### config.mk
export PLATFORM = sky130hd
export DESIGN_NAME = lcg_step
export DESIGN_NICKNAME = d
export VERILOG_FILES = /design/src/rtl/lcg_chk_pkg.sv /design/src/rtl/lcg_step.sv
export SDC_FILE = /design/constraint.sdc
export NUM_CORES = 1
export LEC_CHECK = 0
export CAP_MARGIN = 20
export CORE_UTILIZATION = 60
export DETAILED_ROUTE_END_ITERATION = 6
export PLACE_DENSITY = 0.81
export SYNTH_ARGS = -nofsm -noshare
export SYNTH_HDL_FRONTEND = slang
export SYNTH_SLANG_ARGS = --single-unit
export TNS_END_PERCENT = 5
### constraint.sdc
create_clock -name vclk -period 20.8
set_clock_uncertainty 0.05 [all_clocks]
set_input_delay 2.08 -clock vclk [all_inputs]
set_output_delay 2.08 -clock vclk [all_outputs]
set_load 0.05 [all_outputs]
### src/rtl/lcg_chk_pkg.sv
// Shared types and constants for the LCG stream checker.
// The default build has no MISR. Defining LCG_CHK_MISR_EN adds it.
package lcg_chk_pkg;

  typedef enum logic [1:0] {
    IDLE   = 2'd0,
    HUNT   = 2'd1,
    LOCKED = 2'd2
  } chk_state_t;

  localparam logic [31:0] LCG_MULT  = 32'h41C64E6D;
  localparam logic [31:0] LCG_INC   = 32'h00003039;
  localparam logic [31:0] MISR_POLY = 32'h04C11DB7;
  localparam logic [31:0] MISR_INIT = 32'hFFFFFFFF;

  function automatic logic [31:0] lcg_next(input logic [31:0] x,
                                           input logic [31:0] mult = LCG_MULT,
                                           input logic [31:0] inc  = LCG_INC);
    return x * mult + inc;
  endfunction

endpackage

### src/rtl/lcg_step.sv
// Combinational LCG next-state calculator, x' = x*MULT + INC (mod 2^32).
module lcg_step
  import lcg_chk_pkg::*;
#(
  parameter logic [31:0] MULT = LCG_MULT,
  parameter logic [31:0] INC  = LCG_INC
) (
  input  logic [31:0] x,
  output logic [31:0] y
);

  assign y = lcg_next(x, MULT, INC);

endmodule

# Word-level counts from Yosys, hierarchy flattened
# Cells that the tools add are included.
[classes]
add_sub_neg = 1
div_mod_pow = 0
mux = 0
n_mul = 1
eq_ne = 0
shift = 0
bitwise = 0
n_reduce_logical = 0
magnitude_cmp = 0
[op_table]
columns = ["op", "n"]
rows = [
  ["adder 32 x 14 -> 32 bit, second input constant", 1],
  ["multiplier 32 x 31 -> 32 bit, second input constant", 1],
]
[totals]
register_bits = 0
inputBits = 32
mem_bits_ro = 0
latchBits = 0
memories = 0
ramBits = 0
out_inout_bits = 32

# Depth between registers and ports, before layout
# Gate-level depths: netlist of the first run.
[depth]
ltp_word = 2
depth_mapped = 26

# Worst setup path after synthesis of the first run
# Ideal clock, no wire load.
[synth_timing]
path_kind = "input-to-output"
from = "in x[5]"
to = "out y[31]"
setup_slack_ps = 10025
arrival_ps = 8645
cell_stages = 25
n_path_buf = 1
cell_sequence = "ha_1 -> xor2_1 -> ha_1 -> a21oi_1 -> fa_1 -> fa_1 -> inv_1 -> fa_1 -> inv_1 -> fa_1 -> inv_1 -> fa_1 -> inv_1 -> fa_1 -> inv_1 -> ha_1 -> buf_2 -> nand4_1 -> nor3_1 -> or4_1 -> o221ai_1 -> o21ai_1 -> a211oi_2 -> a21oi_1 -> xnor2_1"
[synth_via]
elab_chain_len = 2
[synth_rtl]
columns = ["item", "line", "source"]
rows = [
  ["start, declared", "lcg_step.sv:8", "input logic [31:0] x,"],
  ["multiplier 32 x 31 -> 32 bit", "lcg_chk_pkg.sv:19", "return x * mult + inc;"],
  ["adder 32 x 14 -> 32 bit", "lcg_chk_pkg.sv:19", ""],
  ["end, declared", "lcg_step.sv:9", "output logic [31:0] y"],
]
# Every way passes these cells.

# Worst setup path in the final report of the first run
[layout_timing]
from = "in x[7]"
to = "out y[31]"
# The elaborated chain is that of the path after synthesis.

==> flow_summary.ini, run 1 <==
[global_routing]
antenna_found_initial = 0
grt_pass1_wl_um = 35450
gr-total-overflow = 0
grtUsageTotal = 0.2921
grt_max_degree = 11
grt_pass1_vias = 7199

[sta]
slew_violations = 0
whs_ps = 5876
setup_viol = 0
final_hold_viol_count = 0
fin_crit_sh = 0.5910
maxSlewHeadroom = 0.5372
max_freq_ghz = 0.08134
setup_ws_ps = 8506
tns_ps = 0
rsz0062_at_grt = false
period_minus_slack_ps = 12290
worst_slew_pin_slew_ps = 687.8

[final_layout]
seq_cells = 0
layout_commonest_cell = inv_1
clkbuf_count = 0
seq_area_um2 = 0
mostFrequentLayoutCells = 407 x inv_1, 208 x ha_1, 185 x fa_1, 64 x clkdlybuf4s50_1, 49 x xnor2_1
antennaDiodeCount = 0
fin_nets = 1493
n_fill_cell = 1159
drive_gt1_frac = 0.01126
area_growth_pct = 9.348

[job]
cap_violations = 0

[worst_setup_path]
critPathBufInv = 5
cp_slowest_cell = clkdlybuf4s50_1
slowest_delay_ps = 830
crit_chain = clkdlybuf4s50_1, ha_1, xor2_1, ha_1, a21oi_1, fa_1, fa_1, inv_1, fa_1, fa_1, fa_1, inv_1, fa_1, inv_1, ha_1, o21ai_0, a21oi_1, or4_1, o221ai_1, o21ai_1, a211oi_2, a21oi_1, xnor2_1, clkdlybuf4s50_1
crit_path_start_kind = input port
crit_fanout = 9
required_ps = 18670
worstPathArrival_ps = 10160
critPathTopFamily = adder cells
cp-end-kind = output port
cpMostUsedCell = fa_1
worst-setup-path-type = input port to output port

[synth]
syn_avg_cell_area_um2 = 9.198
yosys-top-cells-area = fa_1 40%, ha_1 28%, inv_1 17%
yosysTopAreaCell = fa_1
yosysSeqAreaShare = 0
syn_area_mm2 = 0.009235
synth_cells = 1004
synth.distinct_cells = 44
synth_nets = 1429
yosys_warnings = 0
synth_top_area_frac = 0.4010

[floorplan]
dieWidth_um = 126.1
io_pins = 64
rows = 44
start_util = 0.6259
die-area_mm2 = 0.01589
core_area_mm2 = 0.01475
die_y_um = 126.1

[min_path]
hold_path_class = input port to output port

[detailed_routing]
firstDrtPassIters = 5
drc = 0
dr.first_iter.drc_count = 249
vias_per_cell = 5.147
wl_um = 21770
ant_nets = 0
via_count = 6434
wire_per_inst_um = 17.42

[clock_network]
cts_resized = 0
holdBufCountCts = 0
post_cts_buffers = 0

[place]
dp_hpwl_um = 20570
gp_congestion = 0.9527
port_buffers = 64
place_ws_ps = 8571

[outcome]
status = finished, final reports clean
[per-stage QoR]
step / instances / cell area, µm² / utilization
after floorplan: 1004 / 9235 / -
after detailed placement: 1250 / 10100 / 0.6844
after global placement: 1250 / 10100 / 0.6844
after CTS: 1250 / 10100 / 0.6844
final: 1250 / 10100 / 0.6844
after global routing: 1250 / 10100 / 0.6844
[cell usage after synthesis]
| master | instances |
|---|---|
| inv_1 | 407 |
| ha_1 | 208 |
| fa_1 | 185 |
| xnor2_1 | 49 |
| a21oi_1 | 29 |
| nor2_1 | 18 |
| nand2_1 | 16 |
| xor2_1 | 13 |
| a21o_1 | 7 |
| o21ai_0 | 7 |
| o21bai_1 | 7 |
| nand4_1 | 5 |
| nand2b_1 | 4 |
| nor3_1 | 4 |
| o21a_1 | 4 |
| a211oi_1 | 3 |
| and3_1 | 3 |
| buf_2 | 3 |
| nand3_1 | 3 |
| or2_2 | 3 |
| a221oi_2 | 2 |
| and2_1 | 2 |
| a211o_1 | 1 |
| a211oi_2 | 1 |
| a21boi_0 | 1 |
| a221oi_1 | 1 |
| a311oi_2 | 1 |
| a31oi_1 | 1 |
| a31oi_2 | 1 |
| and4_1 | 1 |
| mux2i_1 | 1 |
| nor2b_1 | 1 |
| nor3b_1 | 1 |
| nor4_1 | 1 |
| o2111ai_1 | 1 |
| o211ai_1 | 1 |
| o21ai_1 | 1 |
| o21ba_2 | 1 |
| o21bai_4 | 1 |
| o221ai_1 | 1 |
| o31ai_1 | 1 |
| o41ai_2 | 1 |
| or3_1 | 1 |
| or4_1 | 1 |
[routing by layer]
metal | GRT usage | vias to the layer above | wire length (µm)
met4 | 0.1091 | 0 | 950
met5 | 0 | - | 0
met3 | 0.01657 | 47 | 509
li1 | - | 3073 | -
met2 | 0.5473 | 142 | 11290
met1 | 0.3525 | 3172 | 9019
[final timing paths]
kind / to / slack (ps) / cells after the start / start
worst max-delay path: y[31] / 8510 / 24 / x[7]
worst min-delay path: y[0] / 5880 / 3 / x[0]
[cells by family (layout without fill, tap and decap cells)]
family                     after synthesis  count (layout)  synth area share
and+or+nand+nor                         64              64           0.03374
xor gates and xnor gates                62              62           0.05880
buffers and inverters                  410             472            0.1671
AOI/OAI and AO/OA                       74              74           0.05650
muxes                                    1               1          0.001084
adders and majority gates              393             393            0.6828
[cell type report]
class                           count  area (µm²)  area share
Inverter                          407        1528      0.1513
Multi-Input combinational cell    594        7692      0.7617
Tap cell                          184       230.2     0.02280
Timing Repair Buffer               65       648.1     0.06418
Power of run 1 is left out: the tool's default activity adds up to more than one toggle a clock period on the data nets, which glitch-free logic cannot reach.
==> run 2, diff against run 1 <==
==> constraint.sdc (replaced) <==
create_clock -name vclk -period 11.9
set_clock_uncertainty 0.05 [all_clocks]
set_input_delay 1.19 -clock vclk [all_inputs]
set_output_delay 1.19 -clock vclk [all_outputs]
set_load 0.05 [all_outputs]
==> run 2 against run 1 <==
  * Die area unchanged
  * Via count down 0.33%
  * Sequential share of layout area unchanged
  * Setup slack worse by 7100 ps
  * Critical endpoint unchanged
  * Highest routed layer unchanged
==> flow_summary.ini, run 2 (synthesized netlist as in run 1, its figures left out) <==
[outcome]
status = finished, final reports clean

[detailed_routing]
firstDrtPassIters = 5
wirelength_met1_um = 8866
via_count = 6413
routed-wl-met3_um = 552
ant_nets = 0
drc = 0
wire_per_inst_um = 16.80
wl_met2_um = 10810
dr.first_iter.drc_count = 268
vias_per_cell = 5.126
dr.max_layer_used = met4
wl_um = 21010

[sta]
period_minus_slack_ps = 10460
final_hold_viol_count = 0
max_freq_ghz = 0.09561
tns_ps = 0
setup_viol = 0
rsz0062_at_grt = false
slew_violations = 0
maxSlewHeadroom = 0.5494
whs_ps = 3847
fin_crit_sh = 0.8790
worst_slew_pin_slew_ps = 669.7

[global_routing]
grt_max_degree = 11
gr-total-overflow = 0
grt_pass1_wl_um = 35410
grtUsageTotal = 0.2880
antenna_found_initial = 0
grt_pass1_vias = 7106

[worst_setup_path]
cp_slowest_cell = clkdlybuf4s50_1
critPathBufInv = 7
critPathTopFamily = adder cells
required_ps = 10660
cp-end-kind = output port
worstSetupPathDepth = 26
slowest_delay_ps = 820
cpMostUsedCell = fa_1
crit_path_start_kind = input port
crit_fanout = 9
worstPathArrival_ps = 9220
worst-setup-path-type = input port to output port

[floorplan]
io_pins = 64
die_y_um = 126.1
core_area_mm2 = 0.01475
start_util = 0.6259
dieWidth_um = 126.1
die-area_mm2 = 0.01589
rows = 44

[final_layout]
n_fill_cell = 1166
seq_area_um2 = 0
drive_gt1_frac = 0.01218
clkbuf_count = 0
final_cell_count_no_fill = 1251
layout_commonest_cell = inv_1
final_core_util = 0.6850
antennaDiodeCount = 0
mostFrequentLayoutCells = 407 x inv_1, 208 x ha_1, 185 x fa_1, 64 x clkdlybuf4s50_1, 49 x xnor2_1
seq_cells = 0
fin_nets = 1494
area_growth_pct = 9.429

[job]
cap_violations = 0

[min_path]
hold_path_class = input port to output port
hold_depth = 4

[place]
dp_hpwl_um = 19980
port_buffers = 64
gp_congestion = 0.9454
place_inst = 1251

[clock_network]
cts_resized = 0
holdBufCountCts = 0
post_cts_buffers = 0
run 2: changes by cell type in the layout (fill, tap and decap cells not counted):
cell / change
buf_4: +1
run 2: worst paths after layout:
check  start  endpoint  slack [ps]
max     x[7]     y[31]        1440
min     x[0]      y[0]        3850
run 2: cell type report:
cell class         count  area (µm²)  area share
multi-input cells    594        7692      0.7612
well taps            184       230.2     0.02278
repair buffers        66       655.6     0.06488
inverters            407        1528      0.1512
run 2: worst min-delay path: cells and delay by family:
kind	cells	cell delay (ps)
buf+inv	4	1510
run 2: per-layer routing:
metal	vias to the layer above	global-route usage
met1	3170	0.3756
met4	0	0.08930
met2	133	0.5236
met3	36	0.005523
li1	3074	-
met5	-	0
run 2: through the flow:
stage	instance area, µm²	setup WS [ps]
2_1_floorplan	9235	2905
3_3_place_gp	10110	1577
3_5_place_dp	10110	1464
4_1_cts	10110	1454
5_1_grt	10110	1073
6_report	10110	1440
Power of run 2 is left out for the same reason.
==> run 3, diff against run 2 <==
--- a/config.mk
+++ b/config.mk
@@ -9,6 +9,7 @@
 export CORE_UTILIZATION = 60
 export DETAILED_ROUTE_END_ITERATION = 6
 export PLACE_DENSITY = 0.81
+export SETUP_SLACK_MARGIN = 0.5
 export SYNTH_ARGS = -nofsm -noshare
 export SYNTH_HDL_FRONTEND = slang
 export SYNTH_SLANG_ARGS = --single-unit
==> constraint.sdc (replaced) <==
create_clock -name vclk -period 11.9
set_clock_uncertainty 0.05 [all_clocks]
set_input_delay 1.19 -clock vclk [all_inputs]
set_output_delay 1.19 -clock vclk [all_outputs]
set_load 0.02 [all_outputs]
==> run 3 against run 2 <==
  * Sequential share of layout area did not move
  * Flip-flop and latch count did not move
  * Count of clock-buffer cells in the layout did not move
  * Global-route usage fell by 0.19 points
  * Critical path depth fell by 2
  * Utilization did not move
  * Via count rose by 0.65%
  * First-iteration DRC count fell by 19%
  * Maximum frequency rose by 1.7%
  * Non-clock buffer count did not move
  * Cell count did not move
  * Die area did not move
  * Highest routed layer unchanged
==> flow_summary.ini, run 3 (synthesized netlist as in run 1, its figures left out) <==
[worst_setup_path]
required_ps = 10660
crit_path_start_kind = input port
worstPathArrival_ps = 9050
crit_fanout = 8
worst-setup-path-type = input port to output port
cp-end-kind = output port

[sta]
period_minus_slack_ps = 10290
final_hold_viol_count = 0
rsz0062_at_grt = false
worst_slew_pin_slew_ps = 673.3
slew_violations = 0
setup_viol = 0
fin_crit_sh = 0.8647
maxSlewHeadroom = 0.5470
tns_ps = 0
max_freq_ghz = 0.09719

[floorplan]
die_y_um = 126.1
start_util = 0.6259
core_area_mm2 = 0.01475
rows = 44
dieWidth_um = 126.1
io_pins = 64
die-area_mm2 = 0.01589

[global_routing]
grt_max_degree = 11
grtUsageTotal = 0.2861
use_met2 = 0.5200
antenna_found_initial = 0
grt_busiest_layer = met2
gr-usage-met3 = 0.01614
grt_use_met1 = 0.3639
gr-total-overflow = 0
grt_pass1_vias = 7208
grt_pass1_wl_um = 35130

[final_layout]
mostFrequentLayoutCells = 407 x inv_1, 208 x ha_1, 185 x fa_1, 64 x clkdlybuf4s50_1, 49 x xnor2_1
n_fill_cell = 1146
drive_gt1_frac = 0.01218
multi_input_area_mm2 = 0.007692
area_growth_pct = 9.429
final_core_util = 0.6850
seq_cells = 0
clkbuf_count = 0
antennaDiodeCount = 0
layout_commonest_cell = inv_1
fin_nets = 1494
seq_area_um2 = 0

[clock_network]
post_cts_buffers = 0
holdBufCountCts = 0
cts_resized = 0

[detailed_routing]
firstDrtPassIters = 6
dr.first_iter.drc_count = 216
via_count = 6455
ant_nets = 0
drc = 0
wire_per_inst_um = 16.68
vias_per_cell = 5.160
wl_um = 20860

[place]
port_buffers = 64
gp_congestion = 0.9457
dp_hpwl_um = 19780

[outcome]
status = finished, final reports clean

[job]
cap_violations = 0

[min_path]
hold_path_class = input port to output port
-- run 3: layout make-up --
class                           count  share of cell area
Inverter                          407              0.1512
Tap cell                          184             0.02278
Multi-Input combinational cell    594              0.7612
Timing Repair Buffer               66             0.06488
-- run 3: path summary, 6_finish.rpt --
path / startpoint / endpoint / depth (start not counted)
worst max-delay path: x[8] / y[31] / 24
worst min-delay path: x[0] / y[0] / 4
-- run 3: metrics by stage --
stage | setup slack [ps] | cell area (µm²) | hold slack, ps | cells
detailed placement | 1684 | 10110 | 3696 | 1251
global route | 1221 | 10110 | 3767 | 1251
finish | 1611 | 10110 | 3691 | 1251
floorplan | 3350 | 9235 | 2438 | 1004
CTS | 1664 | 10110 | 3704 | 1251
global placement | 1778 | 10110 | 3696 | 1251
-- run 3: critical path, stage by stage --
cell             delay, ps
clkdlybuf4s50_1        790
ha_1                   430
xor2_1                 200
ha_1                   200
a21oi_1                250
fa_1                   460
fa_1                   500
inv_1                   60
fa_1                   480
fa_1                   510
fa_1                   490
inv_1                   50
fa_1                   470
inv_1                   40
ha_1                   380
o21ai_0                260
a21oi_1                 90
or4_1                  410
o221ai_1               320
o21ai_1                240
a211oi_2               330
a21oi_1                120
xnor2_1                160
clkdlybuf4s50_1        620
-- run 3: routing by layer --
layer  vias to the layer above  share of wire
li1                       3077              -
met1                      3211           0.43
met2                       125           0.51
met3                        42          0.021
met4                         0          0.041
met5                         -              0
Power of run 3 is left out for the same reason.
